===== config.mk =====
export PLATFORM = sky130hd
export DESIGN_NAME = axi4_sram_sched
export DESIGN_NICKNAME = d
export VERILOG_FILES = /design/src/rtl/axi4_sram_sched_pkg.sv /design/src/rtl/axi4_sram_sched_addr_gen.sv /design/src/rtl/axi4_sram_sched.sv
export SDC_FILE = /design/constraint.sdc
export NUM_CORES = 1
export LEC_CHECK = 0
export CAP_MARGIN = 20
export CORE_MARGIN = 10
export CORE_UTILIZATION = 35
export DETAILED_ROUTE_END_ITERATION = 10
export PLACE_DENSITY_LB_ADDON = 0.12
export SLEW_MARGIN = 20
export SYNTH_ARGS = -nofsm -noshare
export SYNTH_HDL_FRONTEND = slang
export SYNTH_SLANG_ARGS = --single-unit

===== constraint.sdc =====
create_clock -name clk_i -period 6 [get_ports clk_i]
set_input_delay 0.9 -clock clk_i [delete_from_list [all_inputs] [get_ports clk_i]]
set_output_delay 0.9 -clock clk_i [all_outputs]
set_load 0.005 [all_outputs]

===== src/rtl/axi4_sram_sched_pkg.sv =====
// Shared types and AXI4 encodings for the AXI4-to-SRAM burst scheduler.
// Holds the FSM state enum, the latched-burst context and the burst legality check.
package axi4_sram_sched_pkg;

  localparam logic [1:0] BURST_FIXED = 2'b00;
  localparam logic [1:0] BURST_INCR  = 2'b01;
  localparam logic [1:0] BURST_WRAP  = 2'b10;

  localparam logic [1:0] RESP_OKAY   = 2'b00;
  localparam logic [1:0] RESP_SLVERR = 2'b10;

  typedef enum logic [1:0] {
    ST_IDLE,
    ST_WRITE,
    ST_WRESP,
    ST_READ
  } state_t;

  typedef struct packed {
    logic [11:0] addr;
    logic [3:0]  len;
    logic [2:0]  size;
    logic [1:0]  burst;
    logic        err;
  } burst_ctx_t;

  // A burst is unserviceable if its beats are wider than the SRAM word,
  // it uses the reserved burst type, or it is a WRAP of illegal length.
  function automatic logic burst_err(input logic [3:0] len, input logic [2:0] size,
                                     input logic [1:0] burst, input logic [2:0] max_size);
    burst_err = (size > max_size) || (burst == 2'b11) ||
                ((burst == BURST_WRAP) && !(len inside {4'd1, 4'd3, 4'd7, 4'd15}));
  endfunction

endpackage


===== src/rtl/axi4_sram_sched_addr_gen.sv =====
// Next-beat byte address for FIXED / INCR / WRAP bursts within a 4KB page.
module axi4_sram_sched_addr_gen
  import axi4_sram_sched_pkg::*;
(
  input  logic [11:0] i_addr,
  input  logic [3:0]  i_len,
  input  logic [2:0]  i_size,
  input  logic [1:0]  i_burst,
  output logic [11:0] o_next_addr
);

  logic [11:0] w_incr;
  logic [4:0]  w_beats;
  logic [11:0] w_wrap_bytes;
  logic [11:0] w_wrap_lo;
  logic [12:0] w_sum;
  logic [12:0] w_limit;

  always_comb begin
    w_incr       = 12'd1 << i_size;
    w_beats      = {1'b0, i_len} + 5'd1;
    w_wrap_bytes = {7'd0, w_beats} << i_size;
    w_wrap_lo    = i_addr & ~(w_wrap_bytes - 12'd1);
    // 13-bit sums so a window ending exactly at 4KB does not alias to 0
    w_sum        = {1'b0, i_addr} + {1'b0, w_incr};
    w_limit      = {1'b0, w_wrap_lo} + {1'b0, w_wrap_bytes};
    o_next_addr  = (i_addr & ~(w_incr - 12'd1)) + w_incr;
    case (i_burst)
      BURST_FIXED: o_next_addr = i_addr;
      BURST_WRAP:  o_next_addr = (w_sum >= w_limit) ? w_wrap_lo : w_sum[11:0];
      default:     ;
    endcase
  end

endmodule


===== src/rtl/axi4_sram_sched.sv =====
// AXI4 slave serving one burst at a time from a single-port SRAM with
// one-cycle read latency; read/write arbitration is round-robin.
module axi4_sram_sched
  import axi4_sram_sched_pkg::*;
#(
  parameter int DATA_WIDTH = 64,
  parameter int ID_WIDTH   = 4
) (
  input  logic                           clk_i,
  input  logic                           rst_n_i,
  input  logic                           awvalid_i,
  output logic                           awready_o,
  input  logic [ID_WIDTH-1:0]            awid_i,
  input  logic [11:0]                    awaddr_i,
  input  logic [3:0]                     awlen_i,
  input  logic [2:0]                     awsize_i,
  input  logic [1:0]                     awburst_i,
  input  logic                           wvalid_i,
  output logic                           wready_o,
  input  logic [DATA_WIDTH-1:0]          wdata_i,
  input  logic [DATA_WIDTH/8-1:0]        wstrb_i,
  input  logic                           wlast_i,
  output logic                           bvalid_o,
  input  logic                           bready_i,
  output logic [ID_WIDTH-1:0]            bid_o,
  output logic [1:0]                     bresp_o,
  input  logic                           arvalid_i,
  output logic                           arready_o,
  input  logic [ID_WIDTH-1:0]            arid_i,
  input  logic [11:0]                    araddr_i,
  input  logic [3:0]                     arlen_i,
  input  logic [2:0]                     arsize_i,
  input  logic [1:0]                     arburst_i,
  output logic                           rvalid_o,
  input  logic                           rready_i,
  output logic [ID_WIDTH-1:0]            rid_o,
  output logic [DATA_WIDTH-1:0]          rdata_o,
  output logic [1:0]                     rresp_o,
  output logic                           rlast_o,
  output logic                           sram_en_o,
  output logic                           sram_we_o,
  output logic [11-$clog2(DATA_WIDTH/8):0] sram_addr_o,
  output logic [DATA_WIDTH/8-1:0]        sram_wstrb_o,
  output logic [DATA_WIDTH-1:0]          sram_wdata_o,
  input  logic [DATA_WIDTH-1:0]          sram_rdata_i
);

  localparam int         OFFS     = $clog2(DATA_WIDTH/8);
  localparam logic [2:0] MAX_SIZE = 3'(OFFS);

  state_t              r_state, w_state_nxt;
  burst_ctx_t          r_ctx, w_new_ctx;
  logic [3:0]          r_cnt;
  logic                r_left;
  logic                r_prio_rd;
  logic [ID_WIDTH-1:0] r_id;
  logic                r_wlast_err;
  logic [1:0]          r_bresp, r_rresp;
  logic                r_rvalid, r_rlast;

  logic        w_ar_hs, w_aw_hs, w_w_hs, w_issue, w_last_mis;
  logic [11:0] w_next_addr;

  axi4_sram_sched_addr_gen u_addr_gen (
    .i_addr      (r_ctx.addr),
    .i_len       (r_ctx.len),
    .i_size      (r_ctx.size),
    .i_burst     (r_ctx.burst),
    .o_next_addr (w_next_addr)
  );

  always_comb begin
    w_state_nxt = r_state;
    awready_o   = 1'b0;
    arready_o   = 1'b0;
    wready_o    = 1'b0;
    sram_en_o   = 1'b0;
    sram_we_o   = 1'b0;
    w_issue     = 1'b0;
    case (r_state)
      ST_IDLE: begin
        arready_o = arvalid_i && (!awvalid_i || r_prio_rd);
        awready_o = awvalid_i && (!arvalid_i || !r_prio_rd);
        if (arready_o)      w_state_nxt = ST_READ;
        else if (awready_o) w_state_nxt = ST_WRITE;
      end
      ST_WRITE: begin
        wready_o = 1'b1;
        if (wvalid_i) begin
          sram_en_o = !r_ctx.err;
          sram_we_o = !r_ctx.err;
          if (r_cnt == 4'd0) w_state_nxt = ST_WRESP;
        end
      end
      ST_WRESP: begin
        if (bready_i) w_state_nxt = ST_IDLE;
      end
      ST_READ: begin
        w_issue   = r_left && (!r_rvalid || rready_i);
        sram_en_o = w_issue && !r_ctx.err;
        if (r_rvalid && rready_i && r_rlast) w_state_nxt = ST_IDLE;
      end
      default: w_state_nxt = ST_IDLE;
    endcase
  end

  assign w_ar_hs    = arvalid_i && arready_o;
  assign w_aw_hs    = awvalid_i && awready_o;
  assign w_w_hs     = wvalid_i && wready_o;
  assign w_last_mis = wlast_i != (r_cnt == 4'd0);

  always_comb begin
    w_new_ctx.addr  = w_ar_hs ? araddr_i  : awaddr_i;
    w_new_ctx.len   = w_ar_hs ? arlen_i   : awlen_i;
    w_new_ctx.size  = w_ar_hs ? arsize_i  : awsize_i;
    w_new_ctx.burst = w_ar_hs ? arburst_i : awburst_i;
    w_new_ctx.err   = burst_err(w_new_ctx.len, w_new_ctx.size, w_new_ctx.burst, MAX_SIZE);
  end

  always_ff @(posedge clk_i or negedge rst_n_i) begin
    if (!rst_n_i) r_state <= ST_IDLE;
    else          r_state <= w_state_nxt;
  end

  always_ff @(posedge clk_i or negedge rst_n_i) begin
    if (!rst_n_i) begin
      r_prio_rd   <= 1'b1;
      r_id        <= '0;
      r_left      <= 1'b0;
      r_wlast_err <= 1'b0;
      r_bresp     <= RESP_OKAY;
      r_rresp     <= RESP_OKAY;
      r_rvalid    <= 1'b0;
      r_rlast     <= 1'b0;
    end else begin
      if (w_ar_hs || w_aw_hs) begin
        r_prio_rd   <= ~r_prio_rd;
        r_id        <= w_ar_hs ? arid_i : awid_i;
        r_left      <= 1'b1;
        r_wlast_err <= 1'b0;
      end
      if (w_w_hs) begin
        if (w_last_mis) r_wlast_err <= 1'b1;
        if (r_cnt == 4'd0)
          r_bresp <= (r_ctx.err || r_wlast_err || w_last_mis) ? RESP_SLVERR : RESP_OKAY;
      end
      // read beat issued this cycle appears on R next cycle
      if (w_issue) begin
        r_rvalid <= 1'b1;
        r_rlast  <= (r_cnt == 4'd0);
        r_rresp  <= r_ctx.err ? RESP_SLVERR : RESP_OKAY;
        if (r_cnt == 4'd0) r_left <= 1'b0;
      end else if (r_rvalid && rready_i) begin
        r_rvalid <= 1'b0;
        r_rlast  <= 1'b0;
      end
    end
  end

  always_ff @(posedge clk_i) begin
    if (w_ar_hs || w_aw_hs) begin
      r_ctx <= w_new_ctx;
      r_cnt <= w_new_ctx.len;
    end else if (w_w_hs || w_issue) begin
      r_ctx.addr <= w_next_addr;
      r_cnt      <= r_cnt - 4'd1;
    end
  end

  assign sram_addr_o  = r_ctx.addr[11:OFFS];
  assign sram_wdata_o = wdata_i;
  assign sram_wstrb_o = wstrb_i;
  assign rdata_o      = sram_rdata_i;
  assign bvalid_o     = (r_state == ST_WRESP);
  assign bid_o        = r_id;
  assign bresp_o      = r_bresp;
  assign rid_o        = r_id;
  assign rresp_o      = r_rresp;
  assign rvalid_o     = r_rvalid;
  assign rlast_o      = r_rlast;

endmodule


==> flow_summary.yaml <==
setup_path:
  reg2reg_from: "r_ctx[7]$_DFFE_PN_"
  rrSetupSlack_ps: 240
  critPathKind: "reg -> reg"
  arrival_ps: 5800
  r2r-end: "sram_addr_o[8]$_DFFE_PP_"
  worstSetupStartpoint: "r_ctx[7]$_DFFE_PN_"
  worstPathMaxFanout: 6
  critical_path.endpoint_type: "flip-flop"
  r2r_cells: 23
  crit_required_ps: 6040
  critPathCapture: "sram_addr_o[8]$_DFFE_PP_"
  cp-start-kind: "flip-flop"
clock_tree:
  cts.clk_slew.worst_paths_ps: 60
  root_buffer: "clkbuf_16"
  insertion_delay_ps: 290
  cts-buffers-inserted: 5
  numClockSinks: 39
  cts_tree: "yes"
  clockBufferDepth: 2
  htree_levels: 2
synthesis:
  synth_xor_area_frac: 0.0593
  avgSynthCellArea_um2: 7.91
  synth.top_cell.area_share: 0.196
  synthSimpleGateAreaFrac: 0.174
  synth_cells: 744
  synth_top_family_by_area: "buffers and inverters"
  yosys-top-cells-area: "buf_4, edfxtp_1, ha_1"
  synth-warning-count: 0
  synth_edf_count: 26
  ys.flop_type: "edfxtp_1"
  synthMuxAreaShare: 0.0381
  synth_area_um2: 5890
  ys_ff_latch: 39
  synth_cell_types: 89
  ys_seq_area_frac: 0.188
  synth_compound_area_frac: 0.224
  synthAdderAreaFrac: 0.0736
  synthArstFlopShare: 0.333
  synth.largest_area_cell: "buf_4"
die:
  start_util: 0.356
  die_w_um: 150
  row_count: 47
  dieHeight_um: 150
  core_um2: 16500
  dieArea_um2: 22400
  io_pins: 359
timing:
  skew_ps: 6.03
  max_freq_mhz: 174
  setup_viol: 0
  worst_hold_slack_ps: 498
  final-hold-violation-count: 0
  tns_ps: 0
  slew_violations: 0
  fin_crit_sh: 0.960
  fin_ws_ps: 239
  post-route-min-period_ps: 5760
  slew_headroom: 0.320
  worst_slew_pin_slew_ps: 1020
finish:
  multi_input_area_um2: 3430
  diodes: 0
  fin_util: 0.370
  syn_to_final_growth_pct: 3.81
  instances_no_fill: 896
  n_fill_cell: 1652
  nNetsFinal: 903
  drive_gt1_frac: 0.108
  seq_area_um2: 1110
routing:
  route.detailed.drc: 0
  drt_iter0_drc: 294
  viasPerCell: 5.61
  first_pass_iters: 5
  wirelength_um: 17800
  routedWlPerCell_um: 19.8
  drtAntennaViolNets: 0
  via_count: 5029
grt:
  grt_use_total: 0.154
  use_met1: 0.185
  grt-busiest-layer: "met2"
  grt_start_max_net_pins: 33
  grt_pass1_vias: 5182
  grt_use_met2: 0.247
  antenna_found_initial: 0
  grt_pass1_wl_um: 28000
  grt_util_met3: 0.0432
  overflow: 0
placement:
  dp_slack_ps: 73.9
  hpwl_um: 14200
  placed_cells: 885
  io_buffers: 84
  place.gp.congestion: 0.915
job:
  cap_violations: 0
worst_hold_path:
  holdPathStages: 1
  hold_class: "reg -> reg"
run_status:
  status: "finished clean"
power_and_ir_drop:
  vdd_drop_max_mv: 0.217
  power.density_nw_per_um2: 588
  leakagePower_nw: 2.38
[repair_timing]
action,in CTS,in global routing
hold buffers,0,0
setup endpoints to repair,0,12
resized for setup,0,14
buffers inserted,0,3
[critical path: stages, from the launching register on]
cell and delay [ps]:
edfxtp_1 440, ha_4 330, nand2b_1 120, and2_1 200, or2_2 310, ha_1 280
o21ai_1 170, nand2_1 100, a21oi_2 190, ha_1 290, and3_1 210, a41oi_2 280
nand2b_1 140, o21ai_1 180, o211ai_2 170, a211oi_2 320, nor4b_1 80, nor4bb_1 290
ha_1 310, a21o_1 180, a21o_1 220, nor2_1 140, mux2_2 350, o211a_1 200
[report_power, final]
part           switching (mW)  internal, mW
clock network           0.107         0.153
registers               0.184         0.474
logic                    1.50          1.17
total                    1.79          1.80
[Yosys cell counts, types with 3 or more instances]
cell / count
buf_4: 154
nor2_1: 49
nand2_1: 48
a21oi_1: 35
o21ai_0: 34
ha_1: 33
inv_1: 32
edfxtp_1: 26
o22ai_1: 26
xnor2_1: 26
clkbuf_1: 19
nand3_1: 18
nor3_1: 15
a211oi_1: 12
dfrtp_1: 12
xor2_1: 12
and3_1: 11
mux2_2: 11
mux2i_1: 10
nand2b_1: 10
a21o_1: 8
and2_1: 7
nor2b_1: 7
a31oi_1: 6
buf_1: 6
o211ai_1: 6
nand3b_1: 5
nor3b_1: 5
a41oi_1: 4
buf_2: 4
nand4_1: 4
o21a_1: 4
o21bai_1: 4
a211oi_2: 3
buf_6: 3
o211a_1: 3
o21ai_1: 3
o2bb2ai_1: 3
o32ai_1: 3
or2_2: 3
[layout by cell type, fill, tap and decap left out, types with 5 or more instances in the layout]
cell type | netlist | layout
buf_4 | 154 | 25
and2_1 | 7 | 7
o21ai_1 | 3 | 5
and3_1 | 11 | 11
nand3_1 | 18 | 18
a211oi_1 | 12 | 11
mux2i_1 | 10 | 10
clkbuf_16 | 0 | 5
xnor2_1 | 26 | 25
xor2_1 | 12 | 12
nor3b_1 | 5 | 5
dfrtp_1 | 12 | 12
ha_1 | 33 | 32
nor3_1 | 15 | 13
nand2_1 | 48 | 47
inv_1 | 32 | 32
clkdlybuf4s50_1 | 0 | 84
nand2b_1 | 10 | 10
o22ai_1 | 26 | 25
o211ai_1 | 6 | 6
mux2_2 | 11 | 11
nor2_1 | 49 | 49
o21ai_0 | 34 | 31
a21oi_1 | 35 | 34
edfxtp_1 | 26 | 26
nand3b_1 | 5 | 5
a21o_1 | 8 | 8
a31oi_1 | 6 | 5
nor2b_1 | 7 | 7
[cell families (layout without fill, tap and decap cells)]
logic type / count (synthesis) / after routing
buf+inv: 219 / 150
simple gates: 201 / 201
compound gates: 190 / 190
xor+xnor: 39 / 39
flops: 39 / 39
fa+ha+maj: 34 / 34
mux: 21 / 21
other cells: 1 / 2
[area by class of cell]
cell class	instances	share of cell area
Multi-Input combinational cell	487	0.562
Timing Repair Buffer	109	0.168
Clock buffer	6	0.0211
Tap cell	220	0.0451
Sequential cell	39	0.181
Clock inverter	2	0.00205
Inverter	33	0.0203
[routing by layer]
| metal | routed length [um] | share of wire | vias up |
|---|---|---|---|
| met5 | 0 | 0 | - |
| met4 | 741 | 0.042 | 0 |
| met3 | 1470 | 0.082 | 78 |
| met2 | 7890 | 0.44 | 208 |
| met1 | 7670 | 0.43 | 2365 |
| li1 | - | - | 2378 |
[how the worst min path moves through the flow]
stage	start	endpoint	slack, ps
finish	r_left$_DFF_PN0_	r_left$_DFF_PN0_	500
global route	r_prio_rd$_DFFE_PN1N_	r_prio_rd$_DFFE_PN1N_	510
CTS	r_left$_DFF_PN0_	r_left$_DFF_PN0_	510
detailed placement	r_left$_DFF_PN0_	r_left$_DFF_PN0_	490
global placement	r_wlast_err$_DFF_PN0_	r_wlast_err$_DFF_PN0_	470
floorplan	r_wlast_err$_DFF_PN0_	r_wlast_err$_DFF_PN0_	450
[stage by stage]
step	total power [mW]	instance area [um^2]
global route	3.94	6110
floorplan	2.51	5890
detailed placement	3.24	5880
finish	3.59	6110
CTS	3.52	6020
global placement	3.22	5880
[registers in the layout, summed over array words and instances, names as in the netlist, 2 cells and up]
register     cells
r_ctx           13
sram_addr_o      9
bid_o            4
r_cnt            4
r_state          2
(Power assumes the default switching activity.)
